--- config.mk ---
export PLATFORM = sky130hd
export DESIGN_NAME = ask_tx_scheduler
export DESIGN_NICKNAME = d
export VERILOG_FILES = /design/src/rtl/ask_tx_scheduler.sv
export SDC_FILE = /design/constraint.sdc
export NUM_CORES = 1
export LEC_CHECK = 0
export BUFFER_PORTS_ARGS = -buffer_cell sky130_fd_sc_hd__buf_2
export CORE_MARGIN = 2
export CORE_UTILIZATION = 50
export CTS_BUF_LIST = sky130_fd_sc_hd__clkbuf_4 sky130_fd_sc_hd__clkbuf_8 sky130_fd_sc_hd__clkbuf_16
export CTS_CLUSTER_SIZE = 25
export DETAILED_ROUTE_END_ITERATION = 16
export GPL_TIMING_DRIVEN = 0
export MAX_ROUTING_LAYER = met4
export PLACE_DENSITY = 0.75
export SYNTH_ARGS = -nofsm -noshare
export SYNTH_HDL_FRONTEND = slang
export SYNTH_SLANG_ARGS = --single-unit
--- constraint.sdc ---
create_clock -name clk -period 7.94 [get_ports clk]
set_input_delay 0.794 -clock clk [delete_from_list [all_inputs] [get_ports clk]]
set_output_delay 0.794 -clock clk [all_outputs]
set_load 0.05 [all_outputs]
--- src/rtl/ask_tx_scheduler.sv ---
// Framed ASK transmit controller: preamble / payload / guard sequencing,
// 10-bit payload bit buffer sliced into 1..3-bit symbols, DDS and mixer gating.
module ask_tx_scheduler #(
    parameter int SYM_DIV       = 5000,
    parameter int PREAMBLE_SYMS = 8,
    parameter int GUARD_SYMS    = 4
) (
    input  logic       clk,
    input  logic       rst,
    input  logic [1:0] cfg_mode,
    input  logic       start,
    input  logic [7:0] s_data,
    input  logic       s_valid,
    input  logic       s_last,
    output logic       s_ready,
    output logic       busy,
    output logic [1:0] mixer_mode,
    output logic [2:0] sym_level,
    output logic       sym_strobe,
    output logic       dds_run,
    output logic       underrun,
    output logic       frame_done
);

    localparam int DIV_W   = $clog2(SYM_DIV);
    localparam int CNT_MAX = (PREAMBLE_SYMS > GUARD_SYMS) ? PREAMBLE_SYMS : GUARD_SYMS;
    localparam int CNT_W   = $clog2(CNT_MAX + 1);

    typedef enum logic [1:0] {ST_IDLE, ST_PREAMBLE, ST_PAYLOAD, ST_GUARD} state_t;

    state_t           state_q, state_d;
    logic [DIV_W-1:0] div_cnt_q, div_cnt_d;
    logic [CNT_W-1:0] sym_cnt_q, sym_cnt_d;
    logic [1:0]       mode_q, mode_d;
    logic [9:0]       buf_q, buf_d;
    logic [3:0]       buf_cnt_q, buf_cnt_d;
    logic             last_seen_q, last_seen_d;
    logic             busy_q, busy_d;
    logic             s_ready_q, s_ready_d;
    logic [1:0]       mixer_mode_q, mixer_mode_d;
    logic [2:0]       sym_level_q, sym_level_d;
    logic             sym_strobe_q, sym_strobe_d;
    logic             underrun_q, underrun_d;
    logic             frame_done_q, frame_done_d;

    logic       boundary, accept, pay_eval;
    logic [1:0] bps;
    logic [2:0] top_lvl;
    logic [3:0] pop_n, rem_cnt;
    logic [9:0] rem_buf;

    function automatic logic [2:0] max_of(input logic [1:0] m);
        return 3'((4'd1 << m) - 4'd1);
    endfunction

    // Mode code equals bits per symbol; bits below buf_cnt are always zero,
    // so the top bps bits are already the zero-padded tail on the last pop.
    assign bps     = mode_q;
    assign top_lvl = buf_q[9:7] >> (2'd3 - bps);

    always_comb begin
        state_d      = state_q;
        div_cnt_d    = div_cnt_q;
        sym_cnt_d    = sym_cnt_q;
        mode_d       = mode_q;
        buf_d        = buf_q;
        buf_cnt_d    = buf_cnt_q;
        last_seen_d  = last_seen_q;
        sym_level_d  = sym_level_q;
        sym_strobe_d = 1'b0;
        underrun_d   = 1'b0;
        frame_done_d = 1'b0;
        pay_eval     = 1'b0;
        pop_n        = 4'd0;
        rem_cnt      = 4'd0;
        rem_buf      = 10'd0;
        boundary     = (div_cnt_q == DIV_W'(SYM_DIV - 1));
        accept       = s_valid && s_ready_q;

        case (state_q)
            ST_IDLE: begin
                if (start && cfg_mode != 2'b00) begin
                    state_d      = ST_PREAMBLE;
                    mode_d       = cfg_mode;
                    buf_d        = 10'd0;
                    buf_cnt_d    = 4'd0;
                    last_seen_d  = 1'b0;
                    div_cnt_d    = '0;
                    sym_cnt_d    = '0;
                    sym_level_d  = max_of(cfg_mode);
                    sym_strobe_d = 1'b1;
                end
            end
            default: begin
                if (boundary) begin
                    div_cnt_d    = '0;
                    sym_strobe_d = 1'b1;
                    case (state_q)
                        ST_PREAMBLE: begin
                            if (sym_cnt_q == CNT_W'(PREAMBLE_SYMS - 1)) begin
                                pay_eval = 1'b1;
                            end else begin
                                sym_cnt_d   = sym_cnt_q + 1'b1;
                                sym_level_d = sym_cnt_q[0] ? max_of(mode_q) : 3'd0;
                            end
                        end
                        ST_PAYLOAD: pay_eval = 1'b1;
                        default: begin
                            sym_level_d = 3'd0;
                            if (sym_cnt_q == CNT_W'(GUARD_SYMS - 1)) begin
                                state_d      = ST_IDLE;
                                sym_cnt_d    = '0;
                                sym_strobe_d = 1'b0;
                                frame_done_d = 1'b1;
                            end else begin
                                sym_cnt_d = sym_cnt_q + 1'b1;
                            end
                        end
                    endcase
                end else begin
                    div_cnt_d = div_cnt_q + 1'b1;
                end
            end
        endcase

        if (pay_eval) begin
            state_d   = ST_PAYLOAD;
            sym_cnt_d = '0;
            if (buf_cnt_q >= {2'b00, bps}) begin
                sym_level_d = top_lvl;
                pop_n       = {2'b00, bps};
            end else if (last_seen_q && buf_cnt_q != 4'd0) begin
                sym_level_d = top_lvl;
                pop_n       = buf_cnt_q;
            end else if (last_seen_q) begin
                state_d     = ST_GUARD;
                sym_level_d = 3'd0;
            end else begin
                sym_level_d = 3'd0;
                underrun_d  = 1'b1;
            end
        end

        // Pop first, then append the accepted byte behind what remains.
        if (state_q != ST_IDLE) begin
            rem_buf = buf_q << pop_n;
            rem_cnt = buf_cnt_q - pop_n;
            if (accept) begin
                buf_d     = rem_buf | ({s_data, 2'b00} >> rem_cnt);
                buf_cnt_d = rem_cnt + 4'd8;
                if (s_last) last_seen_d = 1'b1;
            end else begin
                buf_d     = rem_buf;
                buf_cnt_d = rem_cnt;
            end
        end

        busy_d       = (state_d != ST_IDLE);
        mixer_mode_d = busy_d ? mode_d : 2'b00;
        s_ready_d    = (state_d == ST_PREAMBLE || state_d == ST_PAYLOAD) &&
                       (buf_cnt_d <= 4'd2) && !last_seen_d;
    end

    always_ff @(posedge clk) begin
        if (rst) begin
            state_q      <= ST_IDLE;
            div_cnt_q    <= '0;
            sym_cnt_q    <= '0;
            mode_q       <= 2'b00;
            buf_q        <= 10'd0;
            buf_cnt_q    <= 4'd0;
            last_seen_q  <= 1'b0;
            busy_q       <= 1'b0;
            s_ready_q    <= 1'b0;
            mixer_mode_q <= 2'b00;
            sym_level_q  <= 3'd0;
            sym_strobe_q <= 1'b0;
            underrun_q   <= 1'b0;
            frame_done_q <= 1'b0;
        end else begin
            state_q      <= state_d;
            div_cnt_q    <= div_cnt_d;
            sym_cnt_q    <= sym_cnt_d;
            mode_q       <= mode_d;
            buf_q        <= buf_d;
            buf_cnt_q    <= buf_cnt_d;
            last_seen_q  <= last_seen_d;
            busy_q       <= busy_d;
            s_ready_q    <= s_ready_d;
            mixer_mode_q <= mixer_mode_d;
            sym_level_q  <= sym_level_d;
            sym_strobe_q <= sym_strobe_d;
            underrun_q   <= underrun_d;
            frame_done_q <= frame_done_d;
        end
    end

    assign s_ready    = s_ready_q;
    assign busy       = busy_q;
    assign dds_run    = busy_q;
    assign mixer_mode = mixer_mode_q;
    assign sym_level  = sym_level_q;
    assign sym_strobe = sym_strobe_q;
    assign underrun   = underrun_q;
    assign frame_done = frame_done_q;

endmodule

==> results.toml <==
[yosys]
yosys.area_share.simple_pct = 28.2
synth_compound_area_share_pct = 23.6
avgSynthCellArea_sq_um = 7.99
synth.area.mux_share_pct = 8.72
synthAdderAreaFrac_pct = 5.06
synth_top_family_by_area = "simple AND/OR/NAND/NOR gates"
netlist_area_sq_um = 3110
synthesis.nets = 417
synth-warning-count = 0
ys_types = 64
synth_edf_count = 0
ys.flop_type = "dfxtp_1"
synthArstFlopShare_pct = 0
netlist_instances = 390
yosysSeqAreaShare_pct = 29.6
synthXorXnorAreaFrac_pct = 1.12
ys_seq_elements = 46

[routing]
drt_first_iter_violations = 319
drt-total-wl_mm = 8.14
post_drt_via_cell_ratio = 6.22
postRouteAntennaNets = 0
dr.pass1.iters = 5
vias = 3092
drc = 0
detail_route.wl_per_cell_um = 16.4

[power]
power.leakage_nw = 1.33
irDropWorstVdd_uv = 120
power.density_nw_per_um2 = 153
total_power_w = 0.000526

[clock_tree]
clock-root-buffer = "clkbuf_8"
holdBufCountCts = 0
post_cts_buffers = 0
numCtsBuffers = 5
cts_resized = 0
path_clk_slew_ps = 90
cts_tree = "yes"
clk_latency_ps = 310
numClockSinks = 46
clock_path_buffers = 2
htreeDepth = 2

[floorplan]
initial_core_util_pct = 52.3
row_count = 28
core_area_sq_um = 5960
die_area_sq_um = 6880
dieHeight_um = 82.9
die_w_um = 82.9
io_pins = 26

[global_routing]
grt_overflow = 0
grt_max_degree = 16
track_usage_pct = 24.7
grt_pass1_wl_mm = 13.9
global_route.usage.met1_pct = 34.3
use_met3_pct = 3.68
antenna_found_initial = 0
grt.busiest_layer = "met2"
use_met2_pct = 38.6
grt_pass1_vias = 2862

[timing]
worst_slew_pin_slew_ps = 790
finalCritPeriodShare_pct = 61.7
worst_slack_ps = 3040
min_period_ps = 4900
max-slew-margin-rel_pct = 46.8
final.setup.tns_ps = 0
slew_violations = 0
rsz0062_at_grt = "no"
holdWs_ps = 498
fmax_mhz = 204
hold_viol = 0
setup_viol = 0
fin_skew_ps = 9.06

[layout]
layout_commonest_cell = "dfxtp_1"
diodes = 0
fin_nets = 448
design_area_sq_um = 3440
final_cell_mix = "dfxtp_1 (46), nor2_1 (42), nand2_1 (39)"
drive_above_1_share_pct = 13.0
area_growth_pct = 10.5

[critical_path]
cp_max_fo = 10
arrival_ps = 5120
cp-end-kind = "flop"
cp-start-kind = "flop"
critPathKind = "reg -> reg"
required_ps = 8160

[placement]
gp_congestion = 0.913
dp_hpwl_mm = 5.99
place_area_sq_um = 3330
port_buffers = 24
dp_slack_ps = 3120

[worst_hold_path]
min_path_type = "reg -> reg"

[job]
maxCapViolCount = 0

[status]
status = "completed"
==> sequential cells by signal, indices dropped and copies added (netlist names), 2 cells and up <==
signal and flops:
bps 2, buf_cnt_q 4, buf_q 10, div_cnt_q 13, mixer_mode 2, state_q 2
sym_cnt_q 4, sym_level 3
==> stage by stage <==
step / instances / utilization, %
floorplan: 390 / -
global placement: 489 / 55.9
detailed placement: 489 / 55.9
CTS: 497 / 57.8
global route: 497 / 57.8
finish: 497 / 57.8
==> Yosys cell counts (2+ instances only) <==
library cell  count  share of area (%)
dfxtp_1          46                 30
nand3_1          11                1.8
o21ai_0          15                2.4
and4b_1           2               0.64
a21o_1            4               0.96
a31o_2            2               0.56
and4_1            3               0.84
mux4_2            2                1.4
a21boi_0          3               0.72
a31oi_1           6                1.2
xnor2_1           2               0.56
nor4_1            2               0.40
o211a_1           3               0.96
and2_1            5                1.0
or2_2             3               0.60
inv_1             9                1.1
nor3_1           12                1.9
nand3b_1          7                1.7
a211oi_1          6                1.4
o31ai_1           4               0.96
and3_1            8                1.6
nand2b_1          5                1.0
nand2_1          39                4.7
o31a_1            2               0.56
a2111oi_2         2               0.96
o21a_1            2               0.48
xor2_1            2               0.56
mux2i_1          17                5.5
o21ai_1           2               0.32
clkbuf_1         15                1.8
nor4b_1           4                1.1
mux2_2            5                1.8
ha_1             11                4.4
o211ai_1          7                1.7
a311oi_1          6                1.7
buf_2             2               0.32
nor2b_1           5                1.0
or3_1             4               0.80
a21oi_1          31                5.0
nand4_1           3               0.60
a22oi_1           7                1.7
nor2_1           42                5.1
==> where the power goes <==
| group | switching [W] | internal (W) |
|---|---|---|
| sequential | 0.00000427 | 0.000236 |
| combinational | 0.0000687 | 0.0000327 |
| clock | 0.0000893 | 0.0000945 |
| total | 0.000162 | 0.000364 |
==> cells by family (layout without fill, tap and decap cells) <==
family	count (synthesis)	in the layout
AOI/OAI and AO/OA	109	109
xor gates and xnor gates	4	4
adders and majority gates	12	12
buffers and inverters	28	60
DFF	46	46
muxes	24	24
other	1	1
and+or+nand+nor	166	166
==> path summary, 6_finish.rpt <==
path | startpoint | to | slack, ps | depth (start not counted)
worst max register to register | bps[1] | buf_q[8] | 3040 | 14
worst min-delay path | sym_level[1] | sym_level[1] | 500 | 2
worst max-delay path | bps[1] | buf_q[8] | 3040 | 14
worst min register to register | sym_level[1] | sym_level[1] | 500 | 2
==> layout make-up <==
class,instances,area [sq um]
buffer,19,77.6
clock inverter,3,43.8
multi-input combinational,316,2080
fill,549,2510
clock buffer,5,68.8
timing repair buffer,24,120
tap,75,93.8
inverter,9,33.8
sequential,46,921
==> metal layers <==
| layer | vias up | wire length, um |
|---|---|---|
| li1 | 1506 | - |
| met1 | 1449 | 3950 |
| met2 | 126 | 3590 |
| met3 | 11 | 501 |
| met4 | 0 | 95 |
| met5 | - | 0 |
==> critical path: stages, from the launching register on <==
cell       delay [ps]
dfxtp_1           430
inv_1             150
ha_1              210
nor3_1            320
o21a_1            310
mux2i_1           610
nor2_1             90
ha_1              240
fa_1              490
clkbuf_1          280
clkbuf_1          410
nand2_1           180
o41ai_1           640
a21oi_1           110
a2111oi_2         340
Note: power is estimated with default switching activity, not from simulation.
